==> src/rtl/tx_packet_arbiter.sv <==
// Fixed-priority arbiter that serialises ACK / FIRE / TIME / METRIC packets onto one byte stream.
// Optional UCASPIAN_TX_TIME_DELTA_EN: short delta-encoded TIME packets when the time step is small.
module tx_packet_arbiter #(
  parameter int TIME_BYTES = 4
) (
  input  logic                    clk,
  input  logic                    reset,
  output logic [7:0]              tx_packet_data,
  output logic                    tx_packet_vld,
  input  logic                    tx_packet_rdy,
  input  logic                    ack_waiting,
  output logic                    ack_sent,
  input  logic                    output_fire_waiting,
  input  logic [7:0]              output_fire_addr,
  output logic                    output_fire_sent,
  input  logic                    time_update,
  input  logic [8*TIME_BYTES-1:0] time_current,
  output logic                    time_sent,
  input  logic                    metric_send,
  input  logic [7:0]              metric_addr,
  input  logic [7:0]              metric_value,
  output logic                    metric_read,
  output logic                    busy
);
  typedef enum logic [1:0] {IDLE, SEND, GAP} state_t;
  typedef enum logic [1:0] {SRC_ACK, SRC_FIRE, SRC_TIME, SRC_METRIC} src_t;

  state_t      state, state_nxt;
  src_t        src, src_win;
  logic [47:0] shift, pkt;
  logic [2:0]  cnt, len;
  logic        any_req, last_acc, done;

`ifdef UCASPIAN_TX_TIME_DELTA_EN
  logic [8*TIME_BYTES-1:0] last_time, delta;
  assign delta = time_current - last_time;
`endif

  assign any_req  = ack_waiting | output_fire_waiting | time_update | metric_send;
  assign last_acc = (state == SEND) && tx_packet_rdy && (cnt == 3'd1);

  // Winner selection and packet image, left-aligned so the header is the top byte.
  always_comb begin
    src_win = SRC_METRIC;
    pkt     = {8'hB0, metric_addr, metric_value, 24'h0};
    len     = 3'd3;
    if (ack_waiting) begin
      src_win = SRC_ACK;
      pkt     = {8'hE0, 40'h0};
      len     = 3'd1;
    end else if (output_fire_waiting) begin
      src_win = SRC_FIRE;
      pkt     = {8'hC0, output_fire_addr, 32'h0};
      len     = 3'd2;
    end else if (time_update) begin
      src_win = SRC_TIME;
      pkt     = 48'({8'hA0, time_current}) << (8 * (5 - TIME_BYTES));
      len     = 3'(1 + TIME_BYTES);
`ifdef UCASPIAN_TX_TIME_DELTA_EN
      if (delta[8*TIME_BYTES-1:8] == '0) begin
        pkt = {8'hA8, delta[7:0], 32'h0};
        len = 3'd2;
      end
`endif
    end
  end

  always_ff @(posedge clk) begin
    if (!reset) state <= IDLE;
    else        state <= state_nxt;
  end

  always_comb begin
    state_nxt = state;
    case (state)
      IDLE:    if (any_req) state_nxt = SEND;
      SEND:    if (last_acc) state_nxt = GAP;
      default: state_nxt = IDLE;
    endcase
  end

  always_ff @(posedge clk) begin
    if (!reset) begin
      shift <= '0;
      cnt   <= '0;
      src   <= SRC_ACK;
`ifdef UCASPIAN_TX_TIME_DELTA_EN
      last_time <= '0;
`endif
    end else if (state == IDLE && any_req) begin
      shift <= pkt;
      cnt   <= len;
      src   <= src_win;
`ifdef UCASPIAN_TX_TIME_DELTA_EN
      if (src_win == SRC_TIME) last_time <= time_current;
`endif
    end else if (state == SEND && tx_packet_rdy) begin
      shift <= {shift[39:0], 8'h00};
      cnt   <= cnt - 3'd1;
    end
  end

  // Completion is suppressed while reset is asserted so an abandoned packet never reports done.
  always_comb begin
    tx_packet_vld    = (state == SEND);
    tx_packet_data   = (state == SEND) ? shift[47:40] : 8'h00;
    busy             = (state != IDLE);
    done             = last_acc & reset;
    ack_sent         = done && (src == SRC_ACK);
    output_fire_sent = done && (src == SRC_FIRE);
    time_sent        = done && (src == SRC_TIME);
    metric_read      = done && (src == SRC_METRIC);
  end
endmodule

==> config.mk <==
export PLATFORM = sky130hd
export DESIGN_NAME = tx_packet_arbiter
export DESIGN_NICKNAME = d
export VERILOG_FILES = /design/src/rtl/tx_packet_arbiter.sv
export SDC_FILE = /design/constraint.sdc
export NUM_CORES = 1
export LEC_CHECK = 0
export ABC_AREA = 1
export CAP_MARGIN = 20
export CELL_PAD_IN_SITES_DETAIL_PLACEMENT = 2
export CELL_PAD_IN_SITES_GLOBAL_PLACEMENT = 2
export CORE_ASPECT_RATIO = 1.2
export CORE_MARGIN = 5
export CORE_UTILIZATION = 26
export DETAILED_ROUTE_END_ITERATION = 8
export PLACE_DENSITY = 0.93
export REMOVE_ABC_BUFFERS = 1
export SETUP_SLACK_MARGIN = 0.4
export SLEW_MARGIN = 0
export SYNTH_ARGS = -nofsm -noshare
export SYNTH_HDL_FRONTEND = slang
export SYNTH_SLANG_ARGS = --single-unit
export TNS_END_PERCENT = 10
==> constraint.sdc <==
create_clock -name clk -period 3.5 [get_ports clk]
set_input_delay 0.7 -clock clk [delete_from_list [all_inputs] [get_ports clk]]
set_output_delay 0.7 -clock clk [all_outputs]
set_load 0.005 [all_outputs]
==> reports/metrics.cfg, run 1 <==
[final_layout]
leading_cell_type_in_the_layout_fill_and_taps_excluded = sky130_fd_sc_hd__nand2_1
most-common-layout-cells = sky130_fd_sc_hd__nand2_1, sky130_fd_sc_hd__clkdlybuf4s50_1, sky130_fd_sc_hd__inv_1
antenna_cells = 0
layout_cell_share_with_drive_strength_beyond_1_pct = 5.15
nNetsFinal = 569
p_r_area_growth_vs_syn_pct = 38.8

[timing]
min_period_over_period_pct = 85.5
setup-tns-final_ps = 0
layout_min_cycle_time_ps = 2990
maxSlewViolCount = 0
slew_headroom_pct = 50.6
max_freq_mhz = 334
setup-violations-final = 0
whs_ps = 472
tightestPinTransition_ps = 740
hold_viol = 0
grt_setup_unrepaired = yes
skew_ps = 10.8

[setup_path]
worst_ep_required_time_ps = 2800
critical_path_class = in -> out
worst_setup_path_end_kind = output port
crit_path_max_fanout = 3
timing.reg2reg.worst_path_depth = 8
startpoint_class = input port
worst_reg2reg_setup_slack_ps = 1180
regToRegEndpoint = cnt[1]
reg2reg_from = state[1]
crit_arrival_ps = 2290

[floorplan]
core_area_mm2 = 0.00996
die-area_mm2 = 0.0123
floorplan.die.height_um = 120
std_cell_rows = 40
num_io_pins = 77
die-width_um = 102
starting_density_of_the_core_pct = 26.4

[power]
vdd.ir_drop.worst_v = 0.000254
power.share.switching_pct = 31.7
sequentialPowerShare_pct = 41.6
p_switching_mw = 0.458
power_density_mw_per_mm2 = 395
internal_power_mw = 0.986
fraction_of_power_consumed_by_the_clock_network_pct = 33.4
total_leakage_power_nw = 1.69
comb_power_share_pct = 25.0

[grt]
grt-ovfl-total = 0
grt_start_max_net_pins = 44
antenna_violations_before_repair = 0
groute.usage.overall_pct = 18.7
first_pass_grt_wire_length_mm = 17.9
first_global_vias = 3523

[clock_network]
cts_hold_buf = 0
clkLatencyLatePin_ps = 300
cts_tree = yes
clock_slew_seen_by_the_registers_of_the_worst_setup_and_hold_paths_ps = 60
cts_num_sinks = 47
deepest_level_of_the_cts_h_tree = 2
clk_path_buf_depth = 2
cts.root.buffer_cell = sky130_fd_sc_hd__clkbuf_16
cts_made_buffers = 5

[yosys]
ys_seq_elements = 47
syn-mean-instance-area_um2 = 6.08
synth_cells = 433
yosys_warnings = 0
mappedNetlistArea_mm2 = 0.00263
synth.lib_cells_used.distinct = 22
synth_seq_area_share_pct = 35.7

[routing]
first_pass_iters = 4
drt-initial-drc-count = 102
detail_route.wl_per_cell_um = 17.3
routed_via_density = 4.84
remaining_drc_errors = 0
ant_nets = 0
drt-total-wl_mm = 10.9
routed-via-count = 3054

[min_path]
worst_hold_path_endpoint = shift[41]
worst_hold_path_type = reg -> reg
hp-start = shift[41]
worst_hold_path.num_cells = 2

[place]
io_buffers = 76
gp_routability_congestion = 0.749
dp_hpwl_mm = 7.71

[run_status]
status = completed

[job]
max-cap-violations = 0

registers in the layout (all words and copies together) (netlist names):
signal and count:
state 2, shift 40, cnt 3, src 2
cells in the mapped netlist (all sizes together):
cell type    n  share of area, %
buf         12               2.9
a21oi       22               4.2
ha           2              0.95
nor2        35               5.6
o31ai        1              0.29
nand4        9               2.1
o21ai       35               6.7
nand3       45               9.0
nand2      146                21
nor3         3              0.57
clkbuf       9               1.3
inv         67               9.5
dfxtp       47                36
final cells by class:
class / count / area, um^2
tap: 126 / 158
clock buffer: 7 / 133
multi-input combinational: 298 / 1340
fill: 1211 / 6300
timing repair buffer: 85 / 828
clock inverter: 1 / 5.00
inverter: 67 / 251
sequential: 47 / 941
logic make-up (layout without fill, tap and decap cells):
logic type,count (synthesis),in the layout,share of synthesized area (%)
adder cells (fa/ha/maj),2,2,0.950
AO/OA/AOI/OAI,58,58,11.1
flip-flops,47,47,35.7
AND/OR/NAND/NOR,238,238,38.4
buffers and inverters,88,160,13.8
routing by layer:
layer,up-vias,GRT usage (%),routed length [um]
met2,61,34.9,5950
met4,0,5.41,186
met5,-,0,0
met1,1495,21.5,4430
met3,14,3.29,327
li1,1484,-,-
repair_timing:
item,CTS,global route
setup endpoints to repair,1,1
setup buffers,0,0
resized for setup,1,1
power groups by stage:
stage	clock (mW)	sequential, mW	combinational (mW)
after floorplan	0	0.601	0.176
after global placement	0	0.606	0.330
after detailed placement	0	0.610	0.352
after CTS	0.499	0.600	0.366
after global routing	0.509	0.604	0.403
final	0.482	0.601	0.361
critical path, stage by stage:
cell,delay [ps]
sky130_fd_sc_hd__clkdlybuf4s50_1,480
sky130_fd_sc_hd__nand2_1,90
sky130_fd_sc_hd__nor3_2,170
sky130_fd_sc_hd__nand2_1,150
sky130_fd_sc_hd__nor3_1,170
sky130_fd_sc_hd__clkdlybuf4s50_1,540
per-stage QoR:
stage / instance area [um^2] / total power, mW / worst slack [ps] / cells / util, %
after floorplan: 2520 / 0.777 / 975 / 412 / -
after global placement: 3510 / 0.936 / 593 / 623 / 35.2
after detailed placement: 3510 / 0.962 / 409 / 623 / 35.2
after CTS: 3650 / 1.47 / 490 / 631 / 36.6
after global routing: 3650 / 1.52 / 381 / 631 / 36.7
final: 3650 / 1.44 / 507 / 631 / 36.7
worst max path at each step:
stage                             start         to  cells past startpoint
final                     tx_packet_rdy   ack_sent                      6
after global routing      tx_packet_rdy   ack_sent                      6
after global placement    tx_packet_rdy  time_sent                      6
after detailed placement  tx_packet_rdy   ack_sent                      6
after floorplan           tx_packet_rdy   ack_sent                      4
after CTS                 tx_packet_rdy  time_sent                      6
Power figures use the tool's default switching activity.
==> run 2, diff against run 1 <==
--- a/config.mk
+++ b/config.mk
@@ -12,11 +12,12 @@
 export CORE_ASPECT_RATIO = 1.2
 export CORE_MARGIN = 5
 export CORE_UTILIZATION = 26
+export CTS_CLUSTER_DIAMETER = 50
 export DETAILED_ROUTE_END_ITERATION = 8
 export PLACE_DENSITY = 0.93
 export REMOVE_ABC_BUFFERS = 1
 export SETUP_SLACK_MARGIN = 0.4
-export SLEW_MARGIN = 0
+export SLEW_MARGIN = 20
 export SYNTH_ARGS = -nofsm -noshare
 export SYNTH_HDL_FRONTEND = slang
 export SYNTH_SLANG_ARGS = --single-unit
==> results of run 2 <==
The final DEF is identical to that of run 1; final timing and power are the same.
